File: src/rtl/seq_mult_param.sv
// seq_mult_param: parametrised sequential shift-add multiplier with control
// sequencer, signed (two's-complement) mode, abort and status outputs.
//
// Handshake: start is a level request. An operation begins on a rising clk
// edge where the sequencer is in IDLE and start=1; operands and signed_mode
// are captured on that same edge. The result is presented in READY. With
// HOLD_READY=1, ready stays high until start drops. With HOLD_READY=0,
// ready is a single-cycle pulse. A start still high in IDLE launches the
// next operation. abort in LOAD/ITER returns to IDLE without touching
// product.
//
// Ports:
//   clk          rising-edge clock
//   reset        asynchronous active-low reset
//   start        level request (sampled in IDLE, and in READY when HOLD_READY=1)
//   signed_mode  1: operands/product are two's complement, 0: unsigned
//   multiplicand operand A (WIDTH bits)
//   multiplier   operand B (WIDTH bits)
//   abort        cancel an operation in LOAD/ITER
//   one_shot     high in LOAD
//   first        high in the first ITER cycle only
//   busy         high in LOAD and ITER
//   ready        high in READY
//   step_count   iteration index 1..WIDTH in ITER, else 0
//   product      2*WIDTH-bit result register
//   dbg_state    current sequencer state encoding
module seq_mult_param #(
  parameter int WIDTH      = 8,
  parameter bit HOLD_READY = 1'b1
) (
  input  logic                       clk,
  input  logic                       reset,
  input  logic                       start,
  input  logic                       signed_mode,
  input  logic [WIDTH-1:0]           multiplicand,
  input  logic [WIDTH-1:0]           multiplier,
  input  logic                       abort,
  output logic                       one_shot,
  output logic                       first,
  output logic                       busy,
  output logic                       ready,
  output logic [$clog2(WIDTH+1)-1:0] step_count,
  output logic [2*WIDTH-1:0]         product,
  output logic [1:0]                 dbg_state
);

  localparam int CW = $clog2(WIDTH+1);
  localparam logic [CW-1:0] LAST_STEP = CW'(WIDTH);

  typedef enum logic [1:0] {
    S_IDLE  = 2'd0,
    S_LOAD  = 2'd1,
    S_ITER  = 2'd2,
    S_READY = 2'd3
  } state_t;

  state_t state, state_next;

  logic [WIDTH-1:0]   mcand_r;   // captured operand, then its magnitude
  logic [WIDTH-1:0]   mplier_r;  // captured operand, then magnitude shifted out LSB-first
  logic               smode_r;
  logic               sign_r;
  logic [2*WIDTH:0]   acc;
  logic [CW-1:0]      cnt;

  logic [WIDTH-1:0]   addend;
  logic [WIDTH:0]     sum;
  logic [2*WIDTH:0]   acc_next;
  logic [2*WIDTH-1:0] res;
  logic               last_step;

  // ---------------------------------------------------------------------
  // Sequencer
  // ---------------------------------------------------------------------
  always_ff @(posedge clk or negedge reset) begin
    if (!reset) begin
      state <= S_IDLE;
    end else begin
      state <= state_next;
    end
  end

  assign last_step = (cnt == LAST_STEP);

  always_comb begin
    state_next = state;
    unique case (state)
      S_IDLE:  if (start) state_next = S_LOAD;
      S_LOAD:  state_next = abort ? S_IDLE : S_ITER;
      S_ITER: begin
        // abort has priority over completion so product is never updated
        if (abort)          state_next = S_IDLE;
        else if (last_step) state_next = S_READY;
      end
      S_READY: if (!HOLD_READY || !start) state_next = S_IDLE;
      default: state_next = S_IDLE;
    endcase
  end

  // Moore outputs decoded from state and iteration counter
  assign one_shot   = (state == S_LOAD);
  assign first      = (state == S_ITER) && (cnt == CW'(1));
  assign busy       = (state == S_LOAD) || (state == S_ITER);
  assign ready      = (state == S_READY);
  assign step_count = (state == S_ITER) ? cnt : '0;
  assign dbg_state  = state;

  // ---------------------------------------------------------------------
  // Datapath
  // ---------------------------------------------------------------------
  // One shift-add step: add the multiplicand magnitude into the upper
  // WIDTH+1 bits of the accumulator, then shift the whole thing right.
  always_comb begin
    addend   = mplier_r[0] ? mcand_r : {WIDTH{1'b0}};
    sum      = acc[2*WIDTH:WIDTH] + {1'b0, addend};
    acc_next = {1'b0, sum, acc[WIDTH-1:1]};
    res      = acc_next[2*WIDTH-1:0];
  end

  always_ff @(posedge clk or negedge reset) begin
    if (!reset) begin
      mcand_r  <= '0;
      mplier_r <= '0;
      smode_r  <= 1'b0;
      sign_r   <= 1'b0;
      acc      <= '0;
      cnt      <= '0;
      product  <= '0;
    end else begin
      unique case (state)
        S_IDLE: begin
          if (start) begin
            mcand_r  <= multiplicand;
            mplier_r <= multiplier;
            smode_r  <= signed_mode;
          end
        end
        S_LOAD: begin
          // The most-negative value negates to itself, which read unsigned
          // is exactly its magnitude 2^(WIDTH-1).
          mcand_r  <= (smode_r && mcand_r[WIDTH-1])  ? -mcand_r  : mcand_r;
          mplier_r <= (smode_r && mplier_r[WIDTH-1]) ? -mplier_r : mplier_r;
          sign_r   <= smode_r & (mcand_r[WIDTH-1] ^ mplier_r[WIDTH-1]);
          acc      <= '0;
          cnt      <= CW'(1);
        end
        S_ITER: begin
          acc      <= acc_next;
          mplier_r <= mplier_r >> 1;
          cnt      <= cnt + CW'(1);
          if (last_step && !abort) begin
            product <= sign_r ? -res : res;
          end
        end
        default: begin
          cnt <= '0;
        end
      endcase
    end
  end

endmodule

File: config.mk
export PLATFORM = sky130hd
export DESIGN_NAME = seq_mult_param
export DESIGN_NICKNAME = d
export VERILOG_FILES = /design/src/rtl/seq_mult_param.sv
export SDC_FILE = /design/constraint.sdc
export NUM_CORES = 1
export LEC_CHECK = 0
export BUFFER_PORTS_ARGS = -buffer_cell sky130_fd_sc_hd__buf_4
export CORE_ASPECT_RATIO = 2
export CORE_UTILIZATION = 58
export DETAILED_ROUTE_END_ITERATION = 10
export GPL_ROUTABILITY_DRIVEN = 1
export PLACE_DENSITY_LB_ADDON = 0.12
export SLEW_MARGIN = 15
export SYNTH_ARGS = -nofsm -noshare
export SYNTH_HDL_FRONTEND = slang
export SYNTH_SLANG_ARGS = --single-unit
export TNS_END_PERCENT = 100
File: constraint.sdc
create_clock -name clk -period 3.3 [get_ports clk]
set_input_delay 0.33 -clock clk [delete_from_list [all_inputs] [get_ports clk]]
set_output_delay 0.33 -clock clk [all_outputs]
set_load 0.01 [all_outputs]
==> insert_results.sql, run 1 <==
INSERT INTO impl_metrics (metric_group, metric, value, unit) VALUES
('global_routing', 'antenna_violations_before_repair', '0', ''),
('floorplanning', 'die_height', '109', 'microns'),
('critical_path', 'regToRegEndpoint', 'product[13]', ''),
('finish', 'multiInputGateArea', '1820', 'sq um'),
('logic_synthesis', 'post-synth-top-count-cell', 'sky130_fd_sc_hd__dfrtp_1', ''),
('outcome', 'run_status', 'finished clean', ''),
('logic_synthesis', 'seq_area_frac_synth', '41.4', '%'),
('critical_path', 'crit_buf_inv', '1', ''),
('floorplanning', 'rows', '38', ''),
('drt', 'via_per_inst', '6.23', ''),
('finish', 'final_layout_size_suffix_gt1_share', '18.8', '%'),
('floorplanning', 'floorplan.core_area', '5470', 'sq um'),
('timing', 'setup-tns-final', '0', 'ns'),
('critical_path', 'worstPathCellList', 'inv_1 -> nor2_1 -> ha_1 -> fa_1 -> xnor2_1 -> and2_2 -> mux2i_1 -> o41ai_2 -> xnor2_1 -> mux2_4', ''),
('critical_path', 'worst-endpoint-arrival', '3.07', 'ns'),
('timing', 'worst_clock_skew', '0.00891', 'ns'),
('clock_network', 'post_cts.repair.setup_buffers', '0', ''),
('critical_path', 'critical_path.slowest_cell', 'sky130_fd_sc_hd__fa_1', ''),
('critical_path', 'cp_data_required_time', '3.50', 'ns'),
('logic_synthesis', 'synthFlopType', 'sky130_fd_sc_hd__dfrtp_1', ''),
('logic_synthesis', 'syn_warnings', '0', ''),
('drt', 'routed_wl', '7870', 'microns'),
('finish', 'filler_cell_count', '452', ''),
('logic_synthesis', 'synthesis.instances', '359', ''),
('global_routing', 'maximum_number_of_pins_on_one_net_before_global_route_repair', '56', ''),
('drt', 'postRouteAntennaNets', '0', ''),
('clock_network', 'clk_path_buf_depth', '2', ''),
('logic_synthesis', 'post_synth_instance_area', '3320', 'sq um'),
('timing', 'grt_setup_unrepaired', 'no', ''),
('timing', 'max_freq', '349', 'MHz'),
('critical_path', 'critical-path-top-delay-family', 'adder cells', ''),
('clock_network', 'clock_tree_from_tritoncts', 'yes', ''),
('critical_path', 'timing.rr.start', 'mplier_r[0]', ''),
('drt', 'route.detailed.drc', '0', ''),
('clock_network', 'cts_buffers', '5', ''),
('floorplanning', 'die_w', '55.5', 'microns'),
('timing', 'report.final.hold_viol_count', '0', ''),
('timing', 'slew_at_the_pin_closest_to_its_max_slew_limit', '0.992', 'ns'),
('timing', 'drv_slew', '0', ''),
('floorplanning', 'starting_density_of_the_core', '60.8', '%'),
('flow_run', 'drv_cap', '0', ''),
('logic_synthesis', 'ys_top_cells_by_count', '55 x sky130_fd_sc_hd__dfrtp_1, 39 x sky130_fd_sc_hd__o21ai_0, 31 x sky130_fd_sc_hd__nand2_1', ''),
('logic_synthesis', 'synth-seq-cells', '55', ''),
('global_routing', 'grt_first_pass_wirelength', '13200', 'microns'),
('placement', 'routabilityCongestion', '0.937', ''),
('placement', 'dp_slack', '0.478', 'ns'),
('timing', 'final.hold.worst_slack', '0.0319', 'ns'),
('logic_synthesis', 'async_sr_flop_fraction', '100', '%'),
('floorplanning', 'ios', '47', ''),
('finish', 'antenna_cells_inserted', '0', ''),
('placement', 'placed_cells', '456', ''),
('critical_path', 'worstSetupStartpointType', 'flip-flop', ''),
('logic_synthesis', 'netlist.area_leader.share', '41.4', '%'),
('critical_path', 'worstSetupEndpointType', 'flip-flop', ''),
('critical_path', 'critical_path_peak_fanout', '7', ''),
('global_routing', 'grt_pass1_vias', '2905', ''),
('critical_path', 'critPathMaxStageDelay', '0.46', 'ns'),
('clock_network', 'clk_pin_slew', '0.10', 'ns'),
('power_and_ir_drop', 'power.ir.vdd_worst', '0.000636', 'V'),
('clock_network', 'worstSkewPairLatency', '0.32', 'ns'),
('placement', 'port_buffers', '46', ''),
('critical_path', 'worst-r2r-cell-count', '10', ''),
('critical_path', 'worst_path_most_repeated_cell', 'sky130_fd_sc_hd__xnor2_1', ''),
('finish', 'post_layout_nets', '443', ''),
('drt', 'detail_routed_net_length_per_standard_cell', '17.0', 'microns'),
('floorplanning', 'dieArea', '6050', 'sq um'),
('hold_path', 'hold_class', 'primary input to async pin', ''),
('drt', 'drt-initial-drc-count', '83', ''),
('clock_network', 'cts_htree_levels', '2', ''),
('power_and_ir_drop', 'power.density_cell_area', '778', 'nW/um^2'),
('critical_path', 'criticalPathCategory', 'flip-flop to flip-flop', '');
-- per-layer routing --
| layer | GRT usage (%) | up-vias | part of all wire (%) |
|---|---|---|---|
| met4 | 16.6 | 0 | 4.5 |
| met1 | 28.5 | 1366 | 36 |
| met2 | 52.1 | 103 | 55 |
| met5 | 0 | - | 0 |
| li1 | - | 1391 | - |
| met3 | 4.63 | 29 | 4.5 |
-- registers in the layout, summed over array words and instances (netlist names) --
register   flops
product       16
sign_r         1
dbg_state      2
mcand_r        8
cnt            4
mplier_r       8
acc           15
smode_r        1
-- where the power goes --
group	leakage (nW)	internal [mW]	switching [mW]	total (mW)
Sequential	0.728	0.813	0.174	0.987
Combinational	1.01	0.632	0.944	1.58
Clock	0.0505	0.191	0.225	0.417
Total	1.78	1.64	1.34	2.98
-- worst max path at each step --
stage / slack, ns / end / cells after the start / startpoint
after floorplan: 0.71 / product[13] / 8 / mplier_r[0]
after global placement: 0.62 / product[14] / 10 / mplier_r[0]
after detailed placement: 0.48 / product[13] / 10 / mplier_r[0]
after CTS: 0.46 / product[13] / 10 / mplier_r[0]
after global routing: 0.20 / product[15] / 10 / mplier_r[0]
final: 0.44 / product[13] / 10 / mplier_r[0]
-- per-stage QoR --
step | cell area [sq um] | power, mW | util (%)
after global routing | 3830 | 3.19 | 70.1
after floorplan | 3320 | 2.08 | -
after CTS | 3830 | 2.97 | 70.1
final | 3830 | 2.98 | 70.1
after detailed placement | 3730 | 2.55 | 68.2
after global placement | 3730 | 2.51 | 68.2
-- cell usage in the layout (no fill, tap or decap), types with 4 or more instances in the layout --
cell type / instances
sky130_fd_sc_hd__xor2_1: 10
sky130_fd_sc_hd__xnor2_1: 8
sky130_fd_sc_hd__nor3_1: 4
sky130_fd_sc_hd__and3_1: 5
sky130_fd_sc_hd__clkbuf_8: 7
sky130_fd_sc_hd__ha_1: 18
sky130_fd_sc_hd__dfrtp_1: 55
sky130_fd_sc_hd__a22o_1: 7
sky130_fd_sc_hd__and2_1: 10
sky130_fd_sc_hd__inv_1: 18
sky130_fd_sc_hd__o21ai_0: 39
sky130_fd_sc_hd__nand3_1: 10
sky130_fd_sc_hd__or3_1: 9
sky130_fd_sc_hd__a21oi_1: 20
sky130_fd_sc_hd__nor2_1: 21
sky130_fd_sc_hd__o41ai_1: 4
sky130_fd_sc_hd__a221oi_1: 4
sky130_fd_sc_hd__o211ai_1: 4
sky130_fd_sc_hd__nand2_1: 31
sky130_fd_sc_hd__buf_4: 51
sky130_fd_sc_hd__o22ai_1: 12
-- logic make-up after synthesis --
kind of cell / Yosys count / share of synthesized area (%)
XOR/XNOR: 19 / 5.24
buffers and inverters: 34 / 3.84
AO/OA/AOI/OAI: 116 / 22.7
AND/OR/NAND/NOR: 110 / 17.3
multiplexers: 6 / 2.03
flip-flops: 55 / 41.4
adder cells (fa/ha/maj): 19 / 7.38
-- layout make-up --
class                      count  share of cell area, %
inverter                      20                   1.96
clock inverter                 1                  0.196
clock buffer                   7                   2.51
multi-input combinational    270                   47.5
timing repair buffer          51                   9.99
sequential                    55                   35.9
tap                           60                   1.96
No activity file was read; power rests on OpenSTA's default activity.
==> inputs of run 2 (changes only) <==
clock period = 3.1 ns   (was 3.3 ns; I/O delays follow)
==> insert_results.sql, run 2 (synthesized netlist as in run 1, its figures left out) <==
INSERT INTO impl_metrics (metric_group, metric, value, unit) VALUES
('outcome', 'run_status', 'finished clean', ''),
('power_and_ir_drop', 'p_leak', '1.78', 'nW'),
('drt', 'wl_met1', '2990', 'microns'),
('critical_path', 'critical_path_peak_fanout', '7', ''),
('clock_network', 'cts_root_buffer', 'sky130_fd_sc_hd__clkbuf_8', ''),
('placement', 'dp_hpwl', '5980', 'microns'),
('critical_path', 'worstPathCellList', 'inv_1 -> nor2_1 -> ha_1 -> fa_1 -> a21o_1 -> a221oi_2 -> xnor2_2 -> o41ai_1 -> xnor2_1 -> o21ai_1', ''),
('global_routing', 'grt_use_total', '28.4', '%'),
('finish', 'area_growth', '15.6', '%'),
('floorplanning', 'floorplan.core_area', '5470', 'sq um'),
('critical_path', 'criticalPathCategory', 'flip-flop to flip-flop', ''),
('critical_path', 'worstSetupStartpointType', 'flip-flop', ''),
('drt', 'met3RoutedLength', '328', 'microns'),
('global_routing', 'maximum_number_of_pins_on_one_net_before_global_route_repair', '56', ''),
('finish', 'post_layout_nets', '443', ''),
('critical_path', 'worst-r2r-cell-count', '10', ''),
('clock_network', 'number_of_clock_sinks_seen_by_cts', '55', ''),
('floorplanning', 'starting_density_of_the_core', '60.8', '%'),
('placement', 'placed_cell_area', '3730', 'sq um'),
('finish', 'stdcell_area', '3840', 'sq um'),
('drt', 'maxUsedRoutingLayer', 'met4', ''),
('flow_run', 'drv_cap', '0', ''),
('floorplanning', 'dieArea', '6050', 'sq um'),
('critical_path', 'cp_data_required_time', '3.29', 'ns'),
('floorplanning', 'ios', '47', ''),
('drt', 'routed_wl', '8060', 'microns'),
('critical_path', 'critical_path.slowest_cell', 'sky130_fd_sc_hd__fa_1', ''),
('finish', 'final_layout_size_suffix_gt1_share', '19.3', '%'),
('placement', 'routabilityCongestion', '0.937', ''),
('timing', 'grt_setup_unrepaired', 'no', ''),
('drt', 'met2WireLength', '4460', 'microns'),
('clock_network', 'cts_buffers', '5', ''),
('timing', 'setup-tns-final', '0', 'ns'),
('clock_network', 'clk_pin_slew', '0.10', 'ns'),
('floorplanning', 'rows', '38', ''),
('global_routing', 'grt.overflow.total', '0', ''),
('clock_network', 'clock_tree_from_tritoncts', 'yes', ''),
('finish', 'layout.cells.most_common_list', '55 x sky130_fd_sc_hd__dfrtp_1, 51 x sky130_fd_sc_hd__buf_4, 39 x sky130_fd_sc_hd__o21ai_0', ''),
('timing', 'max_freq', '347', 'MHz'),
('timing', 'report.final.hold_viol_count', '0', ''),
('critical_path', 'worstSetupEndpointType', 'flip-flop', ''),
('critical_path', 'worst-endpoint-arrival', '3.08', 'ns'),
('timing', 'timing.final.crit_share', '93.0', '%'),
('finish', 'registers.top_by_ff_count', 'product', ''),
('timing', 'drv_slew', '0', ''),
('finish', 'filler_cell_count', '441', ''),
('finish', 'largest_register_ff_count', '16', ''),
('hold_path', 'hold_class', 'primary input to async pin', ''),
('critical_path', 'cp_num_cells', '10', ''),
('clock_network', 'clk_path_buf_depth', '2', ''),
('placement', 'placed_cells', '456', ''),
('clock_network', 'cts_htree_levels', '2', ''),
('drt', 'routed-via-count', '2943', ''),
('global_routing', 'grt_pass1_vias', '2873', ''),
('power_and_ir_drop', 'power.ir.vdd_worst', '0.000710', 'V'),
('drt', 'drt-initial-drc-count', '113', ''),
('global_routing', 'grt_first_pass_wirelength', '13400', 'microns'),
('finish', 'commonest_non_fill_non_tap_cell_in_the_layout', 'sky130_fd_sc_hd__dfrtp_1', ''),
('placement', 'port_buffers', '46', ''),
('timing', 'slew_margin_rel', '32.3', '%'),
('global_routing', 'antenna_violations_before_repair', '0', ''),
('finish', 'reg.largest.list', 'product: 16 flops, acc: 15 flops', ''),
('clock_network', 'post_cts.repair.setup_buffers', '0', ''),
('drt', 'drt_pre_antenna_iters', '4', ''),
('timing', 'slew_at_the_pin_closest_to_its_max_slew_limit', '1.02', 'ns'),
('clock_network', 'worstSkewPairLatency', '0.32', 'ns'),
('drt', 'postRouteAntennaNets', '0', ''),
('floorplanning', 'die_height', '109', 'microns'),
('finish', 'finalNonFillerCells', '464', ''),
('critical_path', 'critical-path-top-delay-family', 'compound AO/OA/AOI/OAI gates', ''),
('critical_path', 'crit_buf_inv', '1', ''),
('floorplanning', 'die_w', '55.5', 'microns'),
('drt', 'route.detailed.drc', '0', ''),
('timing', 'period_needed', '2.88', 'ns'),
('power_and_ir_drop', 'power.density_cell_area', '833', 'nW/um^2'),
('timing', 'number_of_failing_setup_endpoints_in_the_final_timing_report', '0', ''),
('power_and_ir_drop', 'power.total', '3.20', 'mW'),
('finish', 'antenna_cells_inserted', '0', ''),
('timing', 'worst_clock_skew', '0.00736', 'ns'),
('drt', 'detail_routed_net_length_per_standard_cell', '17.4', 'microns'),
('drt', 'via_per_inst', '6.34', ''),
('critical_path', 'critPathMaxStageDelay', '0.49', 'ns');
-- run 2: cell count changes in the layout (fill, tap and decap cells not counted), sizes merged --
cell,change
clkbuf,-1
clkinv,+1
-- run 2: layout make-up --
class / count / area (sq um) / area share, %
flip-flops and latches: 55 / 1380 / 35.8
repair buffers: 51 / 383 / 9.97
clock inverters: 2 / 16.3 / 0.424
inverters: 20 / 75.1 / 1.96
multi-input cells: 270 / 1830 / 47.7
well taps: 60 / 75.1 / 1.96
clock buffers: 6 / 82.6 / 2.15
-- run 2: power by group --
group / internal (mW) / switching (mW)
sequential: 0.865 / 0.183
combinational: 0.683 / 1.03
clock: 0.183 / 0.251
total: 1.73 / 1.47
-- run 2: repair_timing --
action                     4_1_cts  5_1_grt
setup endpoints to repair        0        2
hold endpoints to repair         0        0
resized for setup                0        2
hold buffers                     0        0
-- run 2: stage by stage --
stage	utilization, %	hold slack, ns	worst slack (ns)
4_1_cts	70.0	0.0425	0.225
3_5_place_dp	68.2	0.397	0.254
6_report	70.2	0.00622	0.216
5_1_grt	70.2	0.0738	0.0108
2_1_floorplan	-	0.0144	0.511
3_3_place_gp	68.2	0.397	0.425
-- run 2: layer usage --
layer | up-vias | GRT usage (%)
li1 | 1392 | -
met1 | 1420 | 29.6
met2 | 108 | 53.9
met3 | 23 | 4.15
met4 | 0 | 14.8
met5 | - | 0
-- run 2: worst paths after layout --
kind                            startpoint           to  slack [ns]
min                                  reset   product[0]       0.006
min in group clk           multiplicand[0]   mcand_r[0]        0.21
max in group asynchronous            reset  product[11]        2.63
max reg2reg                    mplier_r[0]  product[14]        0.22
min reg2reg                    product[10]  product[10]        0.49
max                            mplier_r[0]  product[14]        0.22
==> inputs of run 3 (changes only) <==
BUFFER_PORTS_ARGS = unset   (was -buffer_cell sky130_fd_sc_hd__buf_4)
CORE_UTILIZATION = 64   (was 58)
DONT_BUFFER_PORTS = 1   (was unset)
==> insert_results.sql, run 3 (synthesized netlist as in run 1, its figures left out) <==
INSERT INTO impl_metrics (metric_group, metric, value, unit) VALUES
('outcome', 'run_status', 'finished clean', ''),
('drt', 'routed-via-count', '2688', ''),
('drt', 'route.detailed.drc', '0', ''),
('clock_network', 'number_of_clock_sinks_seen_by_cts', '55', ''),
('critical_path', 'reg2reg_setup_slack', '0.27', 'ns'),
('placement', 'placed_cells', '407', ''),
('drt', 'via_per_inst', '6.45', ''),
('power_and_ir_drop', 'switching_share', '45.7', '%'),
('critical_path', 'worst-endpoint-arrival', '3.01', 'ns'),
('clock_network', 'cts_root_buffer', 'sky130_fd_sc_hd__clkbuf_8', ''),
('finish', 'commonest_non_fill_non_tap_cell_in_the_layout', 'sky130_fd_sc_hd__dfrtp_1', ''),
('floorplanning', 'rows', '36', ''),
('placement', 'dp_hpwl', '5570', 'microns'),
('hold_path', 'hold_end', 'mcand_r[0]', ''),
('timing', 'drv_slew', '0', ''),
('placement', 'port_buffers', '0', ''),
('floorplanning', 'die_height', '104', 'microns'),
('drt', 'postRouteAntennaNets', '0', ''),
('floorplanning', 'starting_density_of_the_core', '67.7', '%'),
('timing', 'max_freq', '353', 'MHz'),
('clock_network', 'cts_htree_levels', '2', ''),
('timing', 'grt_setup_unrepaired', 'no', ''),
('finish', 'final_layout_size_suffix_gt1_share', '8.33', '%'),
('timing', 'final.hold.worst_slack', '0.138', 'ns'),
('floorplanning', 'die_w', '52.9', 'microns'),
('drt', 'routed_wl', '7450', 'microns'),
('timing', 'timing.final.crit_share', '91.3', '%'),
('timing', 'setup-tns-final', '0', 'ns'),
('power_and_ir_drop', 'p_sw', '1.37', 'mW'),
('finish', 'reg.largest.list', 'product: 16 flops, acc: 15 flops', ''),
('global_routing', 'grt_pass1_vias', '2763', ''),
('global_routing', 'grt_use_total', '30.0', '%'),
('global_routing', 'maximum_number_of_pins_on_one_net_before_global_route_repair', '56', ''),
('clock_network', 'worstSkewPairLatency', '0.32', 'ns'),
('hold_path', 'whs_path_depth', '1', ''),
('critical_path', 'worst-r2r-cell-count', '10', ''),
('placement', 'routabilityCongestion', '0.871', ''),
('drt', 'drt_pre_antenna_iters', '4', ''),
('critical_path', 'criticalPathCategory', 'flip-flop to flip-flop', ''),
('finish', 'post_layout_nets', '399', ''),
('global_routing', 'grt_first_pass_wirelength', '12300', 'microns'),
('clock_network', 'clk_pin_slew', '0.09', 'ns'),
('global_routing', 'antenna_violations_before_repair', '0', ''),
('timing', 'number_of_failing_setup_endpoints_in_the_final_timing_report', '0', ''),
('clock_network', 'post_cts.repair.setup_buffers', '0', ''),
('power_and_ir_drop', 'int_power', '1.63', 'mW'),
('critical_path', 'regToRegEndpoint', 'product[15]', ''),
('power_and_ir_drop', 'power_frac_clock', '13.1', '%'),
('hold_path', 'hold_path_startpoint', 'multiplicand[0]', ''),
('critical_path', 'cp_data_required_time', '3.28', 'ns'),
('power_and_ir_drop', 'power.ir.vdd_worst', '0.000869', 'V'),
('timing', 'slew_at_the_pin_closest_to_its_max_slew_limit', '0.953', 'ns'),
('timing', 'slew_margin_rel', '36.5', '%'),
('floorplanning', 'dieArea', '5500', 'sq um'),
('timing', 'report.final.hold_viol_count', '0', ''),
('clock_network', 'cts_resized', '0', ''),
('flow_run', 'drv_cap', '0', ''),
('finish', 'antenna_cells_inserted', '0', ''),
('power_and_ir_drop', 'p_leak', '1.56', 'nW'),
('critical_path', 'worstSetupEndpointType', 'flip-flop', ''),
('timing', 'period_needed', '2.83', 'ns'),
('clock_network', 'clock_tree_from_tritoncts', 'yes', ''),
('timing', 'worst_clock_skew', '0.00538', 'ns'),
('finish', 'layout.cells.most_common_list', '55 x sky130_fd_sc_hd__dfrtp_1, 39 x sky130_fd_sc_hd__o21ai_0, 31 x sky130_fd_sc_hd__nand2_1', ''),
('floorplanning', 'floorplan.core_area', '4910', 'sq um'),
('drt', 'drt-initial-drc-count', '81', ''),
('floorplanning', 'ios', '47', ''),
('clock_network', 'clk_path_buf_depth', '2', ''),
('global_routing', 'grt.overflow.total', '0', ''),
('power_and_ir_drop', 'pwr-share-comb', '52.0', '%'),
('finish', 'largest_register_ff_count', '16', ''),
('clock_network', 'cts.hold.buffers_added', '2', ''),
('critical_path', 'worstSetupStartpointType', 'flip-flop', ''),
('power_and_ir_drop', 'p_seq_share', '34.9', '%'),
('finish', 'area_growth', '5.39', '%'),
('drt', 'detail_routed_net_length_per_standard_cell', '17.9', 'microns'),
('power_and_ir_drop', 'power.density_cell_area', '857', 'nW/um^2'),
('finish', 'registers.top_by_ff_count', 'product', ''),
('hold_path', 'hold_class', 'primary input to flip-flop', ''),
('critical_path', 'critical_path_peak_fanout', '7', ''),
('critical_path', 'timing.rr.start', 'mplier_r[0]', ''),
('clock_network', 'cts_buffers', '5', ''),
('finish', 'finalNonFillerCells', '417', '');
-- run 3: cell count changes in the layout (fill, tap and decap cells not counted), sizes merged --
cell / before / now
buf: 51 / 6
dlygate4sd3: 0 / 1
-- run 3: cell type report --
cell class,instances,area (sq um)
Multi-Input combinational cell,270,1820
Fill cell,372,1410
Sequential cell,55,1380
Timing Repair Buffer,7,75.1
Inverter,20,75.1
Clock buffer,6,72.6
Tap cell,57,71.3
Clock inverter,2,12.5
-- run 3: stage by stage --
stage | setup WS, ns | total power [mW] | util (%) | area, sq um
global route | 0.0232 | 3.24 | 71.3 | 3500
CTS | 0.272 | 3.00 | 71.3 | 3500
detailed placement | 0.310 | 2.59 | 68.8 | 3380
global placement | 0.374 | 2.55 | 68.8 | 3380
floorplan | 0.511 | 2.22 | - | 3320
finish | 0.269 | 3.00 | 71.3 | 3500
-- run 3: worst max-delay path, cell delays in order (launching register included) --
cell	delay, ns
sky130_fd_sc_hd__dfrtp_1	0.45
sky130_fd_sc_hd__inv_1	0.15
sky130_fd_sc_hd__nor2_1	0.07
sky130_fd_sc_hd__ha_1	0.20
sky130_fd_sc_hd__fa_1	0.46
sky130_fd_sc_hd__a21o_1	0.23
sky130_fd_sc_hd__a221oi_2	0.30
sky130_fd_sc_hd__xnor2_2	0.15
sky130_fd_sc_hd__nor4_1	0.40
sky130_fd_sc_hd__o21a_1	0.19
sky130_fd_sc_hd__o211ai_1	0.10
-- run 3: power by group through the flow --
stage | logic, mW | registers [mW] | clock network (mW)
5_1_grt | 1.74 | 1.07 | 0.429
3_3_place_gp | 1.49 | 1.05 | 0
6_report | 1.56 | 1.05 | 0.392
4_1_cts | 1.56 | 1.04 | 0.401
3_5_place_dp | 1.54 | 1.06 | 0
2_1_floorplan | 1.22 | 0.999 | 0
-- run 3: worst max-delay path by stage --
| stage | from | to | slack [ns] |
|---|---|---|---|
| floorplan | mplier_r[0] | product[13] | 0.51 |
| global placement | mplier_r[0] | product[15] | 0.37 |
| detailed placement | mplier_r[0] | product[15] | 0.31 |
| CTS | mplier_r[0] | product[15] | 0.27 |
| global route | mplier_r[0] | product[15] | 0.02 |
| finish | mplier_r[0] | product[15] | 0.27 |
-- run 3: layer usage --
metal	track usage [%]	wire (microns)	share of wire (%)
met5	0	0	0
met4	18.0	345	4.6
met3	6.87	377	5.1
met2	51.5	4050	54
met1	30.9	2680	36
